$ cat config.mk
export PLATFORM = sky130hd
export DESIGN_NAME = request_arbiter_4_flat
export DESIGN_NICKNAME = d
export VERILOG_FILES = /design/src/rtl/request_arbiter_4_pkg.sv /design/src/rtl/request_arbiter_4_if.sv /design/src/rtl/request_arbiter_4_rr_pick4.sv /design/src/rtl/request_arbiter_4.sv /design/src/flat_wrapper.sv
export SDC_FILE = /design/constraint.sdc
export NUM_CORES = 1
export LEC_CHECK = 0
export ABC_CLOCK_PERIOD_IN_PS = 2700
export CAP_MARGIN = 10
export CORE_UTILIZATION = 35
export CTS_CLUSTER_DIAMETER = 150
export DETAILED_ROUTE_END_ITERATION = 8
export GPL_TIMING_DRIVEN = 0
export HOLD_SLACK_MARGIN = 0.02
export PLACE_DENSITY = 0.65
export SYNTH_ARGS = -nofsm -noshare
export SYNTH_HDL_FRONTEND = slang
export SYNTH_SLANG_ARGS = --single-unit
$ cat constraint.sdc
create_clock -name clk -period 2.7 [get_ports clk]
set_clock_uncertainty 0.1 [all_clocks]
set_input_delay 0.54 -clock clk [delete_from_list [all_inputs] [get_ports clk]]
set_output_delay 0.54 -clock clk [all_outputs]
set_load 0.01 [all_outputs]
$ cat src/rtl/request_arbiter_4_pkg.sv
// Shared definitions for the 4-requester round-robin grant arbiter.
package request_arbiter_4_pkg;

  localparam int unsigned NUM_REQ         = 4;
  localparam int unsigned TIMEOUT_DEFAULT = 15;

  typedef enum logic {
    IDLE  = 1'b0,
    GRANT = 1'b1
  } arb_state_e;

  // Index of the set bit in a one-hot grant vector (0 when empty).
  function automatic logic [1:0] onehot_idx(input logic [NUM_REQ-1:0] oh);
    logic [1:0] idx;
    idx = '0;
    for (int unsigned i = 0; i < NUM_REQ; i++) begin
      if (oh[i]) idx = 2'(i);
    end
    return idx;
  endfunction

endpackage

$ cat src/rtl/request_arbiter_4_if.sv
// Request/grant bundle between requesters, arbiter and the downstream 4x2 encoder.
interface request_arbiter_4_if;
  import request_arbiter_4_pkg::*;

  logic [NUM_REQ-1:0] req;
  logic               ack;
  logic               d0;
  logic               d1;
  logic               d2;
  logic               d3;
  logic               valid;
  logic               timeout;

  modport master (
    output req, ack,
    input  d0, d1, d2, d3, valid, timeout
  );

  modport slave (
    input  req, ack,
    output d0, d1, d2, d3, valid, timeout
  );

endinterface

$ cat src/rtl/request_arbiter_4_rr_pick4.sv
// Combinational round-robin picker: first set request at or after ptr, wrapping 3->0.
module rr_pick4
  import request_arbiter_4_pkg::*;
(
  input  logic [NUM_REQ-1:0] req,
  input  logic [1:0]         ptr,
  output logic [NUM_REQ-1:0] pick,
  output logic               any
);

  logic [1:0] idx;

  always_comb begin
    pick = '0;
    any  = 1'b0;
    idx  = '0;
    for (int unsigned k = 0; k < NUM_REQ; k++) begin
      idx = ptr + 2'(k);
      if (req[idx] && !any) begin
        pick[idx] = 1'b1;
        any       = 1'b1;
      end
    end
  end

endmodule

$ cat src/rtl/request_arbiter_4.sv
// Round-robin arbiter holding one registered one-hot grant until ack or hold timeout.
module request_arbiter_4
  import request_arbiter_4_pkg::*;
#(
  parameter int unsigned TIMEOUT = TIMEOUT_DEFAULT,
  parameter int unsigned CNT_W   = 8
) (
  input  logic              clk,
  input  logic              rst,
  request_arbiter_4_if.slave bus
);

  arb_state_e         state_q, state_d;
  logic [NUM_REQ-1:0] grant_q, grant_d;
  logic [CNT_W-1:0]   cnt_q, cnt_d;
  logic [1:0]         ptr_q, ptr_d;
  logic               timeout_q, timeout_d;

  logic [NUM_REQ-1:0] pick;
  logic               any;
  logic               expired;

  rr_pick4 u_pick (
    .req  (bus.req),
    .ptr  (ptr_q),
    .pick (pick),
    .any  (any)
  );

  assign expired = (cnt_q == CNT_W'(TIMEOUT - 1));

  always_ff @(posedge clk or posedge rst) begin
    if (rst) begin
      state_q   <= IDLE;
      grant_q   <= '0;
      cnt_q     <= '0;
      ptr_q     <= '0;
      timeout_q <= 1'b0;
    end else begin
      state_q   <= state_d;
      grant_q   <= grant_d;
      cnt_q     <= cnt_d;
      ptr_q     <= ptr_d;
      timeout_q <= timeout_d;
    end
  end

  always_comb begin
    state_d = state_q;
    unique case (state_q)
      IDLE:  if (any) state_d = GRANT;
      GRANT: if (bus.ack || expired) state_d = IDLE;
    endcase
  end

  // Release by ack takes priority over timeout in the same cycle.
  always_comb begin
    grant_d   = grant_q;
    cnt_d     = cnt_q;
    ptr_d     = ptr_q;
    timeout_d = 1'b0;
    unique case (state_q)
      IDLE: begin
        grant_d = any ? pick : '0;
        cnt_d   = '0;
      end
      GRANT: begin
        if (bus.ack) begin
          grant_d = '0;
          ptr_d   = onehot_idx(grant_q) + 2'd1;
        end else if (expired) begin
          grant_d   = '0;
          ptr_d     = onehot_idx(grant_q) + 2'd1;
          timeout_d = 1'b1;
        end else begin
          cnt_d = cnt_q + 1'b1;
        end
      end
    endcase
  end

  assign bus.d0      = grant_q[0];
  assign bus.d1      = grant_q[1];
  assign bus.d2      = grant_q[2];
  assign bus.d3      = grant_q[3];
  assign bus.valid   = |grant_q;
  assign bus.timeout = timeout_q;

endmodule

$ cat src/flat_wrapper.sv
// flat-port wrapper written by rule: the top's interface ports become plain ports
module request_arbiter_4_flat import request_arbiter_4_pkg::*;
#(
  parameter int unsigned TIMEOUT = TIMEOUT_DEFAULT,
  parameter int unsigned CNT_W   = 8
)
  (clk, rst, bus_req, bus_ack, bus_d0, bus_d1, bus_d2, bus_d3, bus_valid, bus_timeout);
  request_arbiter_4_if bus_i ();
  input  logic clk;
  input  logic rst;
  input wire logic [$bits(bus_i.req)-1:0] bus_req;
  input wire logic [$bits(bus_i.ack)-1:0] bus_ack;
  output wire logic [$bits(bus_i.d0)-1:0] bus_d0;
  output wire logic [$bits(bus_i.d1)-1:0] bus_d1;
  output wire logic [$bits(bus_i.d2)-1:0] bus_d2;
  output wire logic [$bits(bus_i.d3)-1:0] bus_d3;
  output wire logic [$bits(bus_i.valid)-1:0] bus_valid;
  output wire logic [$bits(bus_i.timeout)-1:0] bus_timeout;
  assign bus_i.req = bus_req;
  assign bus_i.ack = bus_ack;
  assign bus_d0 = bus_i.d0;
  assign bus_d1 = bus_i.d1;
  assign bus_d2 = bus_i.d2;
  assign bus_d3 = bus_i.d3;
  assign bus_valid = bus_i.valid;
  assign bus_timeout = bus_i.timeout;
  request_arbiter_4 #(.TIMEOUT(TIMEOUT), .CNT_W(CNT_W)) u_core (.clk(clk), .rst(rst), .bus(bus_i));
endmodule
; ---- Word level (Yosys, flattened, before mapping)
; Index checks and enable logic that the tools add are counted.
[totals]
word_cells = 89
input_bits = 7
register_bits = 16
[op_classes]
n_eq_ne = 4
order_cmp = 8
reduce_logical = 15
n_mux = 47
addsub = 6
n_bitwise = 4
[ops]
columns = operator, n
row1 = 4-bit two-way mux, 7
row2 = 1-bit two-way mux, 18
row3 = 2-bit two-way mux, 9
row4 = 8-bit two-way mux, 2
row5 = 8-bit case mux with 2 select lines, 1
row6 = "2-bit by 3-bit < comparator with 1-bit output, second input constant", 4
row7 = 4-bit OR, 3
row8 = "8-bit by 1-bit adder with 8-bit output, second input constant", 1
row9 = 1-bit binary-select mux with 2-bit select, 4
row10 = 1-bit demux with 2-bit select, 4
row11 = "8-bit by 4-bit equality test with 1-bit output, second input constant", 1
row12 = "2-bit by 1-bit greater-or-equal comparator with 1-bit output, second input constant", 4
row13 = 4-bit case mux with 2 select lines, 1
row14 = 1-bit logical AND, 7
row15 = "2-bit by 1-bit adder with 2-bit output, second input constant", 3
row16 = "2-bit adder, second input constant", 2
row17 = "2-bit inequality test, second input constant", 2
row18 = 2-bit AND reduction, 2
row19 = 4-bit OR reduction, 1
row20 = 1-bit logical NOT, 3
row21 = "3-bit inequality test, second input constant", 1
row22 = 1-bit case mux with 2 select lines, 1
row23 = 2-bit nonzero test, 1
row24 = 1-bit logical OR, 1
row25 = 1-bit NOT, 1

; ---- Longest topological paths before layout
[depth]
depth_word = 14
ltp_mapped = 8
ltp_nobuf = 7

; ---- By module
; From an unflattened synthesis, not the netlist that was laid out.
[unflattened]
hier_cells = 143
hier_area_um2 = 1316.3
[modules_own_cells]
columns = mod, seq_area_each_um2, area_per_inst_um2, instances, cells_each
row1 = request_arbiter_4, 400.4, 822.0, 1, 81
row2 = rr_pick4, 0.0, 494.2, 1, 62

; ---- Least setup slack after synthesis
; OpenSTA, ideal clock, no wires.
[synth_timing]
path_type = register to register
start = register u_core.ptr_q[0]
end = register u_core.grant_q[0]
stages_incl_launch_ff = 9
setup_slack_ns = 0.177
arrival_time_ns = 2.356
setup_time_ns = 0.066
n_path_buf = 1
cell_sequence = dfrtp_1 > clkbuf_1 > inv_1 > ha_1 > or3b_1 > a2111oi_2 > a21oi_1 > nor3_2 > a221o_1
[synth_between]
elab_chain_len = 14
elab_cells_between_ends = 50
cone_classes = add/sub: 3 / order compare: 8 / mux: 26 / bitwise: 3 / reduce/logical: 10
[synth_lines]
columns = item, line
row1 = "start, declared", request_arbiter_4.sv:16  ; logic [1:0] ptr_q, ptr_d;
row2 = "start signal, assigned", request_arbiter_4.sv:43  ; ptr_q <= ptr_d;
row3 = "parallel branches: the longest is 12 deep, another holds 2-bit by 3-bit < comparator with 1-bit output", -
row4 = 4-bit two-way mux (*), request_arbiter_4.sv:64  ; grant_d = any ? pick : '0;
row5 = 4-bit case mux with 2 select lines (*), request_arbiter_4.sv:62  ; unique case (state_q)
row6 = "end signal, assigned", request_arbiter_4.sv:41  ; grant_q <= grant_d;
row7 = "end, declared", request_arbiter_4.sv:14  ; logic [NUM_REQ-1:0] grant_q, grant_d;
; Every way passes the cells marked *. The select of a mux whose other input is x is not followed.
; A chain may end at the register's enable or synchronous reset.

; ---- Worst setup path after layout
[layout_timing]
start = register u_core.ptr_q[0]
end = register u_core.grant_q[3]
; The elaborated chain is that of the path after synthesis.

==> impl_results.html <==
<table>
<tr><th>Metric</th><th>Value</th></tr>
<tr><th colspan="2">Drt</th></tr>
<tr><td>Number of design rule violations left after detail routing</td><td>0</td></tr>
<tr><td>Post-detailed-route wirelength per cell</td><td>13.15 um</td></tr>
<tr><td>Total Wirelength</td><td>2341 um</td></tr>
<tr><td>Ratio of routed vias to standard cells</td><td>5.264</td></tr>
<tr><td>Detail Route Antenna Nets</td><td>0</td></tr>
<tr><td>Via total after detailed routing</td><td>937</td></tr>
<tr><td>Starting DRC count in detailed routing</td><td>31</td></tr>
<tr><td>TritonRoute pass-1 iters</td><td>4</td></tr>
<tr><th colspan="2">STA</th></tr>
<tr><td>Minimum clock period after layout</td><td>between 2 and 3 ns</td></tr>
<tr><td>Measured slew at the worst slew-check pin</td><td>roughly 0.59 ns</td></tr>
<tr><td>Post-route fraction of the period consumed by the critical path</td><td>0.9339</td></tr>
<tr><td>Final-report hold violation count</td><td>0</td></tr>
<tr><td>Final count of negative-setup-slack endpoints</td><td>0</td></tr>
<tr><td>Final setup slack of the worst path</td><td>about 0.18 ns</td></tr>
<tr><td>Timing-limited maximum frequency</td><td>396.6 MHz</td></tr>
<tr><td>Worst max-slew margin expressed relative to the limit</td><td>0.6033</td></tr>
<tr><td>Slew Limit Fails</td><td>0</td></tr>
<tr><th colspan="2">Logic synthesis</th></tr>
<tr><td>Synth Area per Inst</td><td>9.861 um^2</td></tr>
<tr><td>Number of distinct library cells after synthesis</td><td>38</td></tr>
<tr><td>Largest area contributor in the netlist</td><td>sky130_fd_sc_hd__dfrtp_1</td></tr>
<tr><td>Flip-flop and latch count after synthesis</td><td>16</td></tr>
<tr><td>Synthesized netlist net count</td><td>135</td></tr>
<tr><td>Post-synthesis instance area</td><td>about 1200 um^2</td></tr>
<tr><td>Mapped Cells</td><td>about 120</td></tr>
<tr><td>Share of the yosys chip area belonging to registers</td><td>0.3441</td></tr>
<tr><td>Area contributors post-synth</td><td>sky130_fd_sc_hd__dfrtp_1 34%, sky130_fd_sc_hd__ha_1 11%, sky130_fd_sc_hd__mux2i_1 5.2%</td></tr>
<tr><td>Top-area cell type share of the netlist area</td><td>0.3441</td></tr>
<tr><td>Yosys warns</td><td>0</td></tr>
<tr><th colspan="2">Clocking</th></tr>
<tr><td>CTS tree</td><td>done</td></tr>
<tr><td>Clock Tree Root</td><td>sky130_fd_sc_hd__clkbuf_4</td></tr>
<tr><td>CTS sink cnt</td><td>16</td></tr>
<tr><td>Insertion delay of the later-clocked pin in the worst-skew pair</td><td>0.29 ns</td></tr>
<tr><td>Maximum level of the CTS H-tree</td><td>1</td></tr>
<tr><td>Number of CTS-inserted buffers</td><td>3</td></tr>
<tr><td>Clk pin slew, worst setup/hold paths</td><td>about 0.090 ns</td></tr>
<tr><td>Bufs on Longest Clock Path</td><td>2</td></tr>
<tr><th colspan="2">Place</th></tr>
<tr><td>Global placer's final weighted congestion</td><td>just under 0.9</td></tr>
<tr><td>Port bufs</td><td>11</td></tr>
<tr><td>Cell area after placement</td><td>1329 um^2</td></tr>
<tr><td>Detailed placement HPWL</td><td>1769 um</td></tr>
<tr><td>Setup WS pre-CTS</td><td>-0.1763 ns</td></tr>
<tr><th colspan="2">Outcome</th></tr>
<tr><td>Status</td><td>finished, final reports clean</td></tr>
<tr><th colspan="2">Final layout</th></tr>
<tr><td>Commonest non-fill, non-tap cell in the layout</td><td>sky130_fd_sc_hd__dfrtp_1</td></tr>
<tr><td>Proportion of layout cells with a drive suffix above 1</td><td>0.1493</td></tr>
<tr><td>Leading cell types in the layout, fill and taps excluded</td><td>14 x sky130_fd_sc_hd__dfrtp_1, 11 x sky130_fd_sc_hd__clkdlybuf4s50_1, 9 x sky130_fd_sc_hd__ha_1</td></tr>
<tr><td>Number of filler instances in the final layout</td><td>324</td></tr>
<tr><td>Final net count</td><td>152</td></tr>
<tr><td>Area of all placed cells without fillers</td><td>1389 um^2</td></tr>
<tr><td>Inserted Diodes</td><td>0</td></tr>
<tr><td>Area growth syn-to-layout</td><td>19.35%</td></tr>
<tr><th colspan="2">Floorplan</th></tr>
<tr><td>I/O pin count</td><td>13</td></tr>
<tr><td>Initial Utilization</td><td>0.3750</td></tr>
<tr><td>Die X</td><td>59.66 um</td></tr>
<tr><td>CORE AREA</td><td>3103 um^2</td></tr>
<tr><td>Chip height</td><td>59.66 um</td></tr>
<tr><td>Die area</td><td>approximately 3600 um^2</td></tr>
<tr><td>Number of rows in the core area</td><td>20</td></tr>
<tr><th colspan="2">Power</th></tr>
<tr><td>Power per unit of standard cell area</td><td>around 900 nW/um^2</td></tr>
<tr><td>Max rail drop VDD</td><td>0.4070 mV</td></tr>
<tr><td>Power consumption</td><td>1.226 mW</td></tr>
<tr><td>Leakage power</td><td>0.5772 nW</td></tr>
<tr><th colspan="2">Global route</th></tr>
<tr><td>Global-route wire length before repair</td><td>4002 um</td></tr>
<tr><td>Number of antenna violations at the first check in global routing</td><td>0</td></tr>
<tr><td>Pin count of the biggest net entering global routing</td><td>17</td></tr>
<tr><td>Overall track demand over capacity in global routing</td><td>0.1469</td></tr>
<tr><td>Via count of the first global-routing pass</td><td>912</td></tr>
<tr><td>GRT Residual Overflow</td><td>0</td></tr>
<tr><th colspan="2">Hold path</th></tr>
<tr><td>Worst hold-check path type</td><td>flop to flop</td></tr>
<tr><th colspan="2">Critical path</th></tr>
<tr><td>CP Data Arrival Time</td><td>2.65 ns</td></tr>
<tr><td>Startpoint types</td><td>flop</td></tr>
<tr><td>Startpoint-to-endpoint class of the critical path</td><td>flop to flop</td></tr>
<tr><td>Type of destination of the critical path</td><td>flop</td></tr>
<tr><td>Worst endpoint required time</td><td>2.83 ns</td></tr>
<tr><td>Largest fanout on the critical path</td><td>9</td></tr>
<tr><th colspan="2">Run</th></tr>
<tr><td>Max Cap Violations</td><td>0</td></tr>
</table>
Yosys cell counts:
cell,n
sky130_fd_sc_hd__nand4_1,3
sky130_fd_sc_hd__nand2_1,8
sky130_fd_sc_hd__or4_4,1
sky130_fd_sc_hd__nor3_2,1
sky130_fd_sc_hd__nor3b_1,1
sky130_fd_sc_hd__o21ai_0,8
sky130_fd_sc_hd__dfrtp_1,16
sky130_fd_sc_hd__xor2_1,2
sky130_fd_sc_hd__ha_1,10
sky130_fd_sc_hd__nor3_1,1
sky130_fd_sc_hd__nand3b_1,1
sky130_fd_sc_hd__or2_2,1
sky130_fd_sc_hd__buf_2,1
sky130_fd_sc_hd__mux2i_1,6
sky130_fd_sc_hd__a2111oi_2,1
sky130_fd_sc_hd__nand2b_1,2
sky130_fd_sc_hd__and2_1,6
sky130_fd_sc_hd__a21oi_1,1
sky130_fd_sc_hd__nor4_1,1
sky130_fd_sc_hd__mux2_2,1
sky130_fd_sc_hd__nor2_1,6
sky130_fd_sc_hd__o2111ai_1,4
sky130_fd_sc_hd__nor4bb_1,1
sky130_fd_sc_hd__a221o_1,4
sky130_fd_sc_hd__nor4b_1,1
sky130_fd_sc_hd__or3b_1,2
sky130_fd_sc_hd__o211a_1,2
sky130_fd_sc_hd__nor2b_1,2
sky130_fd_sc_hd__or2_1,1
sky130_fd_sc_hd__o211ai_1,1
sky130_fd_sc_hd__o41a_2,1
sky130_fd_sc_hd__clkbuf_1,3
sky130_fd_sc_hd__o31ai_1,2
sky130_fd_sc_hd__xnor2_1,5
sky130_fd_sc_hd__a31oi_1,4
sky130_fd_sc_hd__nand2b_4,1
sky130_fd_sc_hd__inv_1,5
sky130_fd_sc_hd__and3_4,1
path summary, 6_finish.rpt:
| kind | start | end | slack, ns | cells after the start |
|---|---|---|---|---|
| min in group asynchronous | rst | u_core.cnt_q[5] | 0.51 | 2 |
| max in group asynchronous | rst | u_core.ptr_q[0] | 1.57 | 2 |
| max | u_core.ptr_q[0] | u_core.grant_q[3] | 0.18 | 8 |
| min | u_core.grant_q[3] | u_core.ptr_q[0] | 0.45 | 1 |
| max reg2reg | u_core.ptr_q[0] | u_core.grant_q[3] | 0.18 | 8 |
| min reg2reg | u_core.grant_q[3] | u_core.ptr_q[0] | 0.45 | 1 |
final cells by class:
class	count	area, um^2	area share
plain buffers	4	23.77	0.01712
clock buffers	4	36.28	0.02613
inverters	5	22.52	0.01622
multi-input cells	93	730.7	0.5261
flip-flops and latches	16	402.9	0.2901
well taps	44	55.05	0.03964
repair buffers	12	117.6	0.08468
layer usage:
layer  up-vias  share of wire  global-route usage
met1       444           0.48              0.1952
met2        16           0.47              0.2397
li1        471              -                   -
met5         -              0                   0
met3         6          0.025            0.006494
met4         0          0.023             0.07973
worst max-delay path, stage by stage (launching register included):
cell and delay (ns):
sky130_fd_sc_hd__dfrtp_2 0.41, sky130_fd_sc_hd__buf_6 0.16, sky130_fd_sc_hd__clkinvlp_4 0.15, sky130_fd_sc_hd__ha_2 0.36
sky130_fd_sc_hd__or3b_1 0.38, sky130_fd_sc_hd__a2111oi_2 0.30, sky130_fd_sc_hd__a21oi_1 0.11, sky130_fd_sc_hd__nor3_2 0.30
sky130_fd_sc_hd__a221o_1 0.20
what timing repair did:
item | 4_1_cts | 5_1_grt
pin swaps | 0 | 3
setup buffers | 0 | 1
hold buffers | 0 | 0
gates resized for setup | 2 | 7
endpoints found under the setup margin | 4 | 4
logic make-up after synthesis:
kind of cell / after synthesis / synth area share
fa+ha+maj: 10 / 0.1075
buf+inv: 9 / 0.03010
simple gates: 41 / 0.2194
mux: 7 / 0.06129
flops: 16 / 0.3441
compound gates: 28 / 0.1849
xor+xnor: 7 / 0.05269
flip-flops by register name, indices dropped and copies added (netlist names):
register / count
u_core.cnt_q: 8
u_core.bus.timeout: 1
u_core.grant_q: 4
u_core.ptr_q: 2
u_core.state_q: 1
where the power goes:
group | switching, mW | internal [mW] | total (mW)
sequential | 0.0790 | 0.303 | 0.382
combinational | 0.366 | 0.320 | 0.686
clock | 0.0755 | 0.0821 | 0.158
stage by stage:
stage | setup TNS [ns] | util | std cells | hold slack, ns
finish | 0 | 0.4476 | 178 | 0.4460
detailed placement | -0.7008 | 0.4282 | 173 | 0.4355
floorplan | 0 | - | 118 | 0.3537
global placement | -0.6696 | 0.4282 | 173 | 0.4286
global route | -0.003136 | 0.4476 | 178 | 0.4705
CTS | 0 | 0.4411 | 177 | 0.4484
No activity file was read; power rests on OpenSTA's default activity.
==> variant: new RTL, same settings <==
`CNT_W` is set to 8 in 2 places; all go to 10.
--- a/src/rtl/request_arbiter_4.sv
+++ b/src/rtl/request_arbiter_4.sv
@@ -5,3 +5,3 @@
   parameter int unsigned TIMEOUT = TIMEOUT_DEFAULT,
-  parameter int unsigned CNT_W   = 8
+  parameter int unsigned CNT_W   = 10
 ) (
--- a/src/flat_wrapper.sv
+++ b/src/flat_wrapper.sv
@@ -4,3 +4,3 @@
   parameter int unsigned TIMEOUT = TIMEOUT_DEFAULT,
-  parameter int unsigned CNT_W   = 8
+  parameter int unsigned CNT_W   = 10
 )
Formal check against the unedited RTL: no difference found for any inputs over 10 cycles, from zero or initial values and one cycle with rst high; that may be too few to reach the edited logic, so the function may still have changed.
==> variant against the original RTL <==
- wire length rose by 6.9%
- sequential power rose by 13%
- setup slack got worse by 5.1 ps
- design area grew 5.5%
- power decreased by 0.27%
- sequential cell count rose by 2
- hold slack better by 43 ps
- area after synthesis grew 8.3%
- count of clock-buffer cells in the layout unchanged
- maximum frequency shrank 0.20%
- critical path type unchanged
==> variant: results (changes against the original RTL) <==
global_routing:
  grt_max_degree: 19  # +2
  grt_pass1_vias: 933  # +2.3%
  grt_pass1_wl_mm: 4.12  # +2.9%
  track_usage_pct: 14.2  # -0.51 points
  use_met2_pct: 23.4  # -0.56 points
  met1_usage_pct: 19.5  # -0.053 points
setup_path:
  r2r_end: "u_core.grant_q[1]$_DFFE_PP0P_"
  critPathKind: "flip-flop to flip-flop"
  critPathTopFamily: "compound AO/OA/AOI/OAI gates"
  r2r_cells: 7  # -1
  worstPathArrival_ps: 2660  # about the same
  crit_fanout: 13  # +4
  cpPeakStageDelay_ps: 510  # +100 ps
yosys:
  synthTopCellsByCount: "18 x dfrtp_1, 9 x and2_1, 9 x ha_1, 9 x nand3_1, 9 x o21ai_0"
  syn_nets: 145  # +7.4%
  synth_mux_area_share_pct: 6.55  # +0.43 points
  synth_xor_area_share_pct: 5.56  # +0.29 points
  synth_fa_ha_area_share_pct: 8.94  # -1.8 points
  synth.area.top_cells: "dfrtp_1 36%, ha_1 8.9%, xnor2_1 5.6%, mux2i_1 4.8%, and2_1 4.5%"
  yosysSeqAreaShare_pct: 35.7  # +1.3 points
  synth.distinct_cells: 34  # -11%
power:
  p_leak_nw: 0.615  # +6.6%
  irDropWorstVdd_uv: 217  # -47%
  power_frac_seq_pct: 35.2  # +4.0 points
  p_int_w: 0.000710  # +0.67%
worst_hold_path:
  hold_path_end: "u_core.cnt_q[8]$_DFFE_PP0P_"
  whs_path_depth: 2  # +1
detailed_routing:
  drt_iter0_drc: 57  # +84%
  wl_met2_mm: 1.17  # +6.9%
  dr_wl_met3_um: 119  # +100%
  finalWirelength_mm: 2.50  # +6.9%
sta:
  worst_pin_slew_ps: 668  # +73.5 ps
run_status:
  status: "finished clean"
cells_and_area:
  final.fill_count: 325  # +0.31%
  reg_top3: "u_core.cnt_q x10, u_core.grant_q x4, u_core.ptr_q x2"
  nets: 160  # +5.3%
placed_design:
  place_congestion: 0.859  # -0.80%
cts:
  clkTransAtPathRegs_ps: 110  # +20 ps
## variant: metrics by stage
stage	power [W]	setup WS [ps]	instances	area (um2)	hold WS, ps
floorplan	0.000860	212	129	1260	379
global placement	0.00104	-69.3	186	1430	441
detailed placement	0.00106	-156	186	1430	462
CTS	0.00122	1.06	189	1460	487
global route	0.00132	44.6	189	1470	518
finish	0.00122	173	189	1470	489
## variant: what timing repair did
action | in CTS | in global routing
cloned | 0 | 0
endpoints found under the setup margin | 4 | 4
hold buffers | 0 | 0
resized for setup | 0 | 3
pin swaps | 0 | 0
## variant: final cells by class
cell class	instances	share of cell area, %
Tap cell	46	3.93
Multi-Input combinational cell	102	52.3
Buffer	3	1.54
Clock buffer	4	2.48
Timing Repair Buffer	11	7.51
Sequential cell	18	30.9
Inverter	5	1.28
## variant: tightest hold or removal path, stage by stage (launching register included)
cell and delay (ps):
dfrtp_1 410, nand3_1 80, o21ai_0 70
